## src/rtl/cache_pkg.sv

```systemverilog
// Shared cache controller types: FSM state encoding and bus direction constants.
package cache_pkg;

  typedef enum logic [2:0] {
    IDLE,
    LOOKUP,
    EVICT,
    FILL,
    FILL_DONE,
    WT
  } state_t;

  // Bus/processor direction encoding, shared with the datapath.
  localparam logic CREAD  = 1'b1;
  localparam logic CWRITE = 1'b0;

endpackage

```

## src/rtl/burst_ctr.sv

```systemverilog
// Beat counter for line fill / evict bursts. Wraps naturally at LINE_WORDS
// (power of two), so the last increment of a burst returns it to word 0.
module burst_ctr #(
  parameter  int LINE_WORDS = 4,
  localparam int BEAT_W     = $clog2(LINE_WORDS)
) (
  input  logic              clk,
  input  logic              rst,
  input  logic              clr,
  input  logic              inc,
  output logic [BEAT_W-1:0] beat,
  output logic              last
);

  // Beat index: cleared on reset/clr, advanced once per accepted beat.
  always_ff @(posedge clk) begin
    if (rst || clr)
      beat <= '0;
    else if (inc)
      beat <= beat + BEAT_W'(1);
  end

  assign last = (beat == BEAT_W'(LINE_WORDS - 1));

endmodule

```

## src/rtl/cache_ctrl_burst.sv

```systemverilog
// Cache control FSM with burst line fill, dirty-victim eviction and per-beat
// system bus handshake. Drives tag/data array strobes and selects; the data
// muxes themselves live in the datapath.
module cache_ctrl_burst
  import cache_pkg::*;
#(
  parameter  int LINE_WORDS = 4,
  parameter  bit WRITE_BACK = 1'b1,
  localparam int BEAT_W     = $clog2(LINE_WORDS)
) (
  input  logic              clk,
  input  logic              rst,
  input  logic              p_strobe,
  input  logic              p_rw,
  output logic              p_ready,
  input  logic              hit,
  input  logic              dirty,
  output logic              data_we,
  output logic              fill_sel,
  output logic              tag_we,
  output logic              dirty_set,
  output logic [BEAT_W-1:0] word_sel,
  output logic              victim_sel,
  output logic              s_strobe,
  output logic              s_rw,
  input  logic              s_ready
);

  state_t            state, state_nxt;
  logic              rw_q;
  logic [BEAT_W-1:0] beat;
  logic              last;
  logic              beat_inc;
  logic              beat_clr;

  // Beat counter held at zero whenever the FSM is idle.
  assign beat_clr = (state == IDLE);

  burst_ctr #(.LINE_WORDS(LINE_WORDS)) u_ctr (
    .clk  (clk),
    .rst  (rst),
    .clr  (beat_clr),
    .inc  (beat_inc),
    .beat (beat),
    .last (last)
  );

  // State register and request direction latched on acceptance.
  always_ff @(posedge clk) begin
    if (rst) begin
      state <= IDLE;
      rw_q  <= CREAD;
    end else begin
      state <= state_nxt;
      if (state == IDLE && p_strobe)
        rw_q <= p_rw;
    end
  end

  // Next-state and output decode; every output defaults to 0.
  always_comb begin
    state_nxt  = state;
    beat_inc   = 1'b0;
    p_ready    = 1'b0;
    data_we    = 1'b0;
    fill_sel   = 1'b0;
    tag_we     = 1'b0;
    dirty_set  = 1'b0;
    word_sel   = '0;
    victim_sel = 1'b0;
    s_strobe   = 1'b0;
    s_rw       = 1'b0;
    case (state)
      IDLE: begin
        if (p_strobe)
          state_nxt = LOOKUP;
      end
      LOOKUP: begin
        if (hit) begin
          if (rw_q == CREAD) begin
            p_ready   = 1'b1;
            state_nxt = IDLE;
          end else begin
            data_we = 1'b1;
            if (WRITE_BACK) begin
              dirty_set = 1'b1;
              p_ready   = 1'b1;
              state_nxt = IDLE;
            end else begin
              state_nxt = WT;
            end
          end
        end else if (WRITE_BACK && dirty) begin
          state_nxt = EVICT;
        end else if (rw_q == CREAD || WRITE_BACK) begin
          state_nxt = FILL;
        end else begin
          // write-through miss: no allocation, just forward the write
          state_nxt = WT;
        end
      end
      EVICT: begin
        s_strobe   = 1'b1;
        s_rw       = CWRITE;
        victim_sel = 1'b1;
        word_sel   = beat;
        if (s_ready) begin
          beat_inc = 1'b1;
          if (last)
            state_nxt = FILL;
        end
      end
      FILL: begin
        s_strobe = 1'b1;
        s_rw     = CREAD;
        fill_sel = 1'b1;
        word_sel = beat;
        data_we  = s_ready;
        if (s_ready) begin
          beat_inc = 1'b1;
          if (last)
            state_nxt = FILL_DONE;
        end
      end
      FILL_DONE: begin
        tag_we    = 1'b1;
        p_ready   = 1'b1;
        state_nxt = IDLE;
        // write-allocate: merge the processor word after the refill
        if (WRITE_BACK && rw_q == CWRITE) begin
          data_we   = 1'b1;
          dirty_set = 1'b1;
        end
      end
      WT: begin
        s_strobe = 1'b1;
        s_rw     = CWRITE;
        if (s_ready) begin
          p_ready   = 1'b1;
          state_nxt = IDLE;
        end
      end
      default: state_nxt = IDLE;
    endcase
  end

endmodule

```

## config.mk

```make
export PLATFORM = sky130hd
export DESIGN_NAME = cache_ctrl_burst
export DESIGN_NICKNAME = d
export VERILOG_FILES = /design/src/rtl/cache_pkg.sv /design/src/rtl/burst_ctr.sv /design/src/rtl/cache_ctrl_burst.sv
export SDC_FILE = /design/constraint.sdc
export NUM_CORES = 1
export LEC_CHECK = 0
export BUFFER_PORTS_ARGS = -buffer_cell sky130_fd_sc_hd__buf_2
export CAP_MARGIN = 30
export CORE_AREA = 2 2 39 41
export CTS_CLUSTER_SIZE = 20
export DETAILED_ROUTE_END_ITERATION = 12
export DIE_AREA = 0 0 41 43
export HOLD_SLACK_MARGIN = 0.08
export SYNTH_ARGS = -nofsm -noshare
export SYNTH_HDL_FRONTEND = slang
export SYNTH_HIERARCHICAL = 1
export SYNTH_SLANG_ARGS = --single-unit
```

## constraint.sdc

```tcl
create_clock -name clk -period 3.15 [get_ports clk]
set_clock_uncertainty 0.15 [all_clocks]
set_input_delay 0.63 -clock clk [delete_from_list [all_inputs] [get_ports clk]]
set_output_delay 0.63 -clock clk [all_outputs]
set_load 0.01 [all_outputs]
```

Word level (Yosys, flattened, before mapping)
Cells that the tools add are included.
{ "classes": {"add_sub_neg": 1, "eq_ne": 12, "mux": 22, "n_reduce_logical": 6} }
{ "ops": {"columns": ["cell", "count"], "rows": [
  ["3-bit two-way mux", 6],
  ["3-bit one-hot mux with 5 select lines", 1],
  ["2-bit inequality test, second input constant", 6],
  ["1-bit two-way mux", 10],
  ["3-bit by 2-bit == test with 1-bit output, second input constant", 2],
  ["3-bit == test, second input constant", 2],
  ["1-bit one-hot mux with 3 select lines", 2],
  ["6-bit AND reduction", 1],
  ["2-bit two-way mux", 2],
  ["3-bit by 1-bit == test with 1-bit output, second input constant", 1],
  ["3-bit logical NOT", 1],
  ["3-bit OR reduction", 1],
  ["2-bit by 1-bit adder with 2-bit output, second input constant", 1],
  ["2-bit == test, second input constant", 1],
  ["1-bit one-hot mux with 2 select lines", 1],
  ["2-bit OR reduction", 1],
  ["1-bit logical AND", 1],
  ["1-bit logical OR", 1]
]} }
{ "word_totals": {"ff_bits": 6, "input_bits": 7, "output_inout_bits": 10, "word_cells": 44} }

Depth between registers and ports, before layout
Gate-level depths: netlist of the first run.
{ "depth": {"depth_word": 4, "ltp_mapped": 5, "ltp_nobuf": 4} }

Cells and area by module
Netlist of the first run, hierarchy kept.
{ "by_module_without_submodules": {"columns": ["mod", "n_inst", "cells_per_inst", "area_per_inst_um2"], "rows": [
  ["cache_ctrl_burst", 1, 43, 332.8],
  ["burst_ctr", 1, 7, 91.3]
]} }

Worst setup path before layout of the first run
No wires, ideal clock.
{ "synth_path": {"path_kind": "input-to-output", "startpoint": "input port hit", "endpoint": "output port data_we", "arrival_time_ps": 1289, "t_required_ps": 2370, "path_slack_ps": 1081, "stages": 3, "path_cell_list": "nand3b_1 -> a211oi_1 -> a21o_2"} }
{ "synth_between": {"elab_chain_cells": 2} }
{ "synth_lines": {"columns": ["item", "line_no", "text"], "rows": [
  ["start: declaration", "cache_ctrl_burst.sv:16", "input logic hit,"],
  ["1-bit two-way mux", "cache_ctrl_burst.sv:79", "if (hit) begin"],
  ["1-bit one-hot mux with 3 select lines", "cache_ctrl_burst.sv:73", "case (state)"],
  ["end: declaration", "cache_ctrl_burst.sv:18", "output logic data_we,"]
]} }
No other way between the ends.

Worst setup path in the final report of the first run
{ "layout_path": {"startpoint": "register state[2]", "endpoint": "output port data_we"} }
{ "layout_between": {"elab_chain_cells": 2, "elab_cells_between_ends": 4, "cone_classes": "eq/ne: 3; mux: 1"} }
{ "layout_lines": {"columns": ["item", "line_no", "text"], "rows": [
  ["start: declaration", "cache_ctrl_burst.sv:29", "state_t state, state_nxt;"],
  ["start signal: assignment", "cache_ctrl_burst.sv:54", "state <= state_nxt;"],
  ["3-bit == test (tied with other cells)", "cache_ctrl_burst.sv:73", null],
  ["1-bit one-hot mux with 3 select lines *", "cache_ctrl_burst.sv:73", null]
]} }
Every way passes the cells marked *; elsewhere a longest branch is shown, timed or not.

==> results.toml, run 1 <==
[status]
status = "completed"

[flow_run]
maxCapViolCount = 0

[placement]
gp_congestion = 0.673
preCtsSetupSlack_ns = 1.02
port_buffers = 16
place_inst = 78
dp_hpwl_um = 659

[logic_synthesis]
yosys-top-cells-area = "dfxtp_1 28%, nor3_2 7.1%, and2_1 5.9%"
yosysSeqAreaShare_pct = 28.3
ys_ff_latch = 6
synth_top_area_share_pct = 28.3
yosys.cell_types.count = 29
yosys_warnings = 6
synth_area_leader_cell = "dfxtp_1"
syn_avg_cell_area_um2 = 8.48
synth_area_um2 = 424
syn_nets = 58
synth_cells = 50

[route]
firstDrtPassIters = 5
wirelength_um = 868
drc = 0
routed_via_density = 5.09
num_vias = 412
wire_per_inst_um = 10.7
drtIter0Drc = 3
antenna_left = 0

[final_layout]
layout.cells.non_filler = 81
drive_above_1_share_pct = 38.5
area_growth_syn_to_layout_pct = 23.0
nets = 75
fillCellCount = 150
diodes = 0

[floorplan]
num_rows = 14
dieHeight_um = 43
die_width_um = 41
core_mm2 = 0.00138
die_area_mm2 = 0.00176
ioPinCount = 17
start_util_pct = 30.7

[timing]
finalSetupTns_ns = 0
tightest_slew_ns = 0.324
slew_violations = 0
slew_headroom_pct = 78.3
setup_viol = 0
period_share_pct = 73.4
rsz0062_at_grt = "false"
worst_slack_ns = 0.838
clock.fmax_mhz = 433
finalHoldViolations = 0
hold_ws_ns = 0.363
finalCriticalPeriod_ns = 2.31

[global_route]
grt_pass1_vias = 362
grt_overflow = 0
grt_max_degree = 12
grt_pass1_wl_um = 1420
grt_antenna_before_repair = 0
grtUsageTotal_pct = 12.1

[cts]
clockRootBuffer = "clkbuf_4"
hold_buffers = 0
numCtsBuffers = 3
htree_num_levels = 1
clk_transition_reported_paths_ns = 0.05
post_cts_buffers = 0
cts_tree = "done"
clk_path_buf_depth = 2
clock_latency_ns = 0.24
post_cts_resized = 0
cts.sinks = 6

[worst_setup_path]
cp_cell_sequence = "and2b_1 > and2_1 > a21o_2 > buf_2"
cp_slowest_cell = "dfxtp_1"
max_stage_delay_ns = 0.48
worstPathArrival_ns = 1.53
crit_path_max_fanout = 10
r2r-end = "u_ctr/beat[1]$_SDFFE_PP0P_"
reg2reg_slack_ns = 1.61
rr_worst_depth = 4
worstReg2RegStart = "state[1]$_SDFFE_PP0P_"
worstPathRequired_ns = 2.37
crit_type = "flop to output port"
end_kind = "output port"
worst_setup_path_start_kind = "flop"

[power]
ir_worst_vdd_uv = 178
powerDensity_mw_per_mm2 = 446
p_leak_uw = 0.000245

[min_path]
hold_depth = 1
min_from = "rw_q$_SDFFE_PP1P_"
min_path_type = "flop to flop"
worstHoldEndpoint = "rw_q$_SDFFE_PP1P_"
==> worst max-delay path: cells and delay by family, from the launching register on <==
kind | cells | cell delay (ns)
buffers and inverters | 1 | 0.13
AOI/OAI and AO/OA | 1 | 0.20
DFF | 1 | 0.48
and+or+nand+nor | 2 | 0.49
==> routing by layer <==
metal,GRT usage [%],routed length (µm)
met2,15.6,384
met4,10.0,0
met3,3.14,68
met1,15.9,415
met5,0,0
==> stage by stage <==
step	power, µW	instance area, µm²	util, %
2_1_floorplan	146	424	-
3_3_place_gp	165	499	36.1
3_5_place_dp	165	499	36.1
4_1_cts	235	522	37.7
5_1_grt	252	522	37.7
6_report	232	522	37.7
==> cell type report <==
type,instances,area [µm²],share of cell area (%)
flip-flops and latches,6,120,23.0
inverters,1,3.75,0.719
multi-input cells,39,275,52.8
clock buffers,3,22.5,4.32
well taps,16,20.0,3.84
repair buffers,16,80.1,15.3
==> worst max path at each step <==
stage | end | slack, ns | depth (start not counted) | startpoint
after CTS | data_we | 0.82 | 4 | state[2]$_SDFFE_PP0P_
after global placement | data_we | 1.05 | 5 | hit
after floorplan | data_we | 1.08 | 3 | hit
final | data_we | 0.84 | 4 | state[2]$_SDFFE_PP0P_
after detailed placement | data_we | 1.02 | 5 | hit
after global routing | data_we | 0.71 | 4 | state[2]$_SDFFE_PP0P_
==> sequential cells by signal, summed over array words and instances, names as in the netlist <==
register / flops
state: 3
u_ctr/beat: 2
rw_q: 1
==> power by group <==
part           internal, µW  total, µW  switching [µW]
Sequential             83.8       98.4            14.6
Combinational          31.1       65.4            34.3
Clock                  43.0       68.7            25.7
Total                   158        232            74.6
==> Yosys cell counts (all sizes together) <==
library cell	n
dfxtp	6
o21ai	3
nand2b	3
nand2	2
a21oi	1
a21boi	1
a211o	1
and2b	1
nand3b	1
ha	1
a31oi	1
and3	1
nor3	4
xnor2	1
buf	4
or4	1
a21o	1
mux2i	2
nor2	3
and4bb	1
nor4	1
a211oi	2
and2	5
o21bai	1
inv	1
nor3b	1
==> logic make-up (layout without fill, tap and decap cells) <==
kind of cell               count (synthesis)  count (layout)  share of synthesized area, %
DFF                                        6               6                          28.3
and+or+nand+nor                           24              24                          37.8
buffers and inverters                      5              20                          6.78
xor gates and xnor gates                   1               1                          2.07
AOI/OAI and AO/OA                         11              11                          17.4
muxes                                      2               2                          4.72
adders and majority gates                  1               1                          2.95
==> cells in the final DEF, fill, tap and decap left out <==
| cell type | instances |
|---|---|
| nor3b_1 | 1 |
| nor3_1 | 1 |
| clkbuf_4 | 3 |
| and2_1 | 4 |
| a211oi_1 | 2 |
| nand3b_1 | 1 |
| and4bb_1 | 1 |
| xnor2_1 | 1 |
| o21bai_1 | 1 |
| a21oi_1 | 1 |
| mux2i_1 | 2 |
| a21boi_1 | 1 |
| and2b_1 | 1 |
| dfxtp_1 | 6 |
| inv_2 | 1 |
| and2_2 | 1 |
| a21o_2 | 1 |
| nand2_1 | 2 |
| ha_1 | 1 |
| or4_1 | 1 |
| nand2b_1 | 3 |
| nor3_2 | 3 |
| nor4_1 | 1 |
| o21ai_0 | 3 |
| and3_1 | 1 |
| nor2_1 | 3 |
| a211o_1 | 1 |
| a31oi_1 | 1 |
| buf_2 | 16 |
Power figures use the tool's default switching activity.
==> inputs of run 2 (changes only) <==
--- a/config.mk
+++ b/config.mk
@@ -5,6 +5,7 @@
 export SDC_FILE = /design/constraint.sdc
 export NUM_CORES = 1
 export LEC_CHECK = 0
+export ABC_AREA = 1
 export BUFFER_PORTS_ARGS = -buffer_cell sky130_fd_sc_hd__buf_2
 export CAP_MARGIN = 30
 export CORE_AREA = 2 2 39 41
==> constraint.sdc (replaced) <==
create_clock -name clk -period 2 [get_ports clk]
set_clock_uncertainty 0.15 [all_clocks]
set_input_delay 0.4 -clock clk [delete_from_list [all_inputs] [get_ports clk]]
set_output_delay 0.4 -clock clk [all_outputs]
set_load 0.01 [all_outputs]
==> run 2 against run 1 <==
Effect of this change:
- cell count rose by 41%
- total power rose by 140%
- worst hold slack got worse by 0.16 ns
- sequential share of layout area fell by 2.9 points
- flip-flop and latch count did not move
- clock power rose by 67%
- critical path type unchanged
- largest cell class unchanged
==> results.toml, run 2 <==
[floorplan]
die_width_um = 41
dieHeight_um = 43
core_mm2 = 0.00138
start_util_pct = 34.3
num_rows = 14
ioPinCount = 17
die_area_mm2 = 0.00176

[logic_synthesis]
synth-simple-area-share_pct = 47.0
synthTopCellsByCount = "18 x nand2_1, 13 x inv_1, 12 x nor2_1"
synth_cells = 78
synth_fa_ha_area_share_pct = 2.64
synth_edf_count = 0
yosys.cell_types.count = 20
synth_ff_type = "dfxtp_1"
yosys.cell_count.top_type = "nand2_1"
synth_top_family_by_area = "simple AND/OR/NAND/NOR gates"
synth_compound_area_share_pct = 7.12
yosysSeqAreaShare_pct = 25.3
synth_area_leader_cell = "dfxtp_1"
synth.area.mux_share_pct = 0
yosys_warnings = 6
synth_xor_xnor_area_share_pct = 0
ys_ff_latch = 6
synth_area_um2 = 474
synth_top_area_share_pct = 25.3
syn_avg_cell_area_um2 = 6.08
async_flop_share_pct = 0
syn_nets = 86
yosys-top-cells-area = "dfxtp_1 25%, nand2_1 14%, inv_1 10%"

[worst_setup_path]
worstPathArrival_ns = 1.31
crit_path_max_fanout = 5
cp_slowest_cell = "dfxtp_1"
end_kind = "output port"
cp_cell_sequence = "inv_4 > nand2_1 > nor3_1 > nor2_1 > o21ai_1 > buf_2"
crit_type = "flop to output port"
worst_setup_path_start_kind = "flop"
max_stage_delay_ns = 0.45
worstPathRequired_ns = 1.45

[timing]
slew_violations = 0
hold_ws_ns = 0.207
clock.fmax_mhz = 539
rsz0062_at_grt = "false"
tightest_slew_ns = 0.244
period_share_pct = 92.8
finalSetupTns_ns = 0
finalCriticalPeriod_ns = 1.86
finalHoldViolations = 0
setup_viol = 0
slew_headroom_pct = 83.7

[route]
wirelength_um = 1070
drtIter0Drc = 6
num_vias = 504
antenna_left = 0
drc = 0
wire_per_inst_um = 9.34
firstDrtPassIters = 4
routed_via_density = 4.42

[status]
status = "completed"

[flow_run]
maxCapViolCount = 0

[power]
switchingPower_uw = 241
total_power_uw = 563
p_leak_uw = 0.000338
ir_worst_vdd_uv = 410
powerDensity_mw_per_mm2 = 936
p_seq_share_pct = 31.2
clkPwrFrac_pct = 20.5
internal-power_uw = 322
switching_share_pct = 42.7
p_comb_share_pct = 48.3

[cts]
numCtsBuffers = 3
clock_latency_ns = 0.25
cts_tree = "done"
htree_num_levels = 1
clk_path_buf_depth = 2
clk_transition_reported_paths_ns = 0.04
cts.sinks = 6
clockRootBuffer = "clkbuf_4"
hold_buffers = 0

[final_layout]
largestRegisters = "state: 3 flops, u_ctr/beat: 2 flops, rw_q: 1 flops"
area_growth_syn_to_layout_pct = 26.9
final_common_cell = "nand2_1"
max_flop_register = "state"
final_core_util_pct = 43.5
diodes = 0
drive_above_1_share_pct = 38.8
layout.cells.non_filler = 114
nets = 108
largest_reg_flops = 3
final_cell_mix = "18 x nand2_1, 16 x buf_2, 13 x inv_1"

[global_route]
grt_pass1_wl_um = 1690
grtUsageTotal_pct = 15.0
grt_antenna_before_repair = 0
grt_overflow = 0
grt_pass1_vias = 435
grt_max_degree = 8

[placement]
port_buffers = 16
place_inst = 109
dp_hpwl_um = 886
gp_congestion = 0.823

[min_path]
min_path_type = "input port to flop"
[run 2: area by class of cell]
cell class / count / area [µm²]
tap: 16 / 20.0
fill: 147 / 782
inverter: 17 / 66.3
multi-input combinational: 53 / 269
clock buffer: 3 / 22.5
sequential: 6 / 121
timing repair buffer: 19 / 103
[run 2: final timing paths]
| check | from | endpoint | slack [ns] | depth (start not counted) |
|---|---|---|---|---|
| worst max-delay path | state[2]$_SDFFE_PP0P_ | p_ready | 0.14 | 6 |
| worst min-delay path | rst | state[2]$_SDFFE_PP0P_ | 0.21 | 2 |
| worst max register to register | state[1]$_SDFFE_PP0P_ | u_ctr/beat[0]$_SDFFE_PP0P_ | 0.62 | 7 |
| worst min register to register | rw_q$_SDFFE_PP1P_ | rw_q$_SDFFE_PP1P_ | 0.35 | 2 |
[run 2: metrics by stage]
| stage | setup WS, ns | area [µm²] |
|---|---|---|
| floorplan | 0.424 | 474 |
| global placement | 0.367 | 563 |
| detailed placement | 0.363 | 563 |
| CTS | 0.0836 | 586 |
| global route | 0.0208 | 602 |
| finish | 0.143 | 602 |
[run 2: power by group through the flow]
stage | sequential, µW | clock [µW] | combinational [µW]
after floorplan | 162 | 0 | 213
after global placement | 176 | 0 | 257
after detailed placement | 175 | 0 | 259
after CTS | 173 | 119 | 259
after global routing | 178 | 128 | 306
final | 176 | 115 | 272
[run 2: timing repair]
item                                    4_1_cts  5_1_grt
endpoints found under the setup margin        0        2
buffers inserted                              0        2
resized for setup                             0        1
[run 2: routing by layer]
| metal | part of all wire (%) | track usage, % |
|---|---|---|
| met3 | 6.2 | 8.38 |
| met2 | 49 | 20.9 |
| met1 | 44 | 17.0 |
| met4 | 0.94 | 9.33 |
| met5 | 0 | 0 |
[run 2: logic make-up (layout without fill, tap and decap cells)]
group | count (synthesis) | in the layout
and+or+nand+nor | 46 | 46
DFF | 6 | 6
adders and majority gates | 1 | 1
buffers and inverters | 19 | 39
AOI/OAI and AO/OA | 6 | 6
[run 2: critical path, delay by kind of cell, from the launching register on]
family | cells | cell delay (ns)
and+or+nand+nor | 3 | 0.29
AOI/OAI and AO/OA | 1 | 0.10
DFF | 1 | 0.45
buffers and inverters | 2 | 0.22
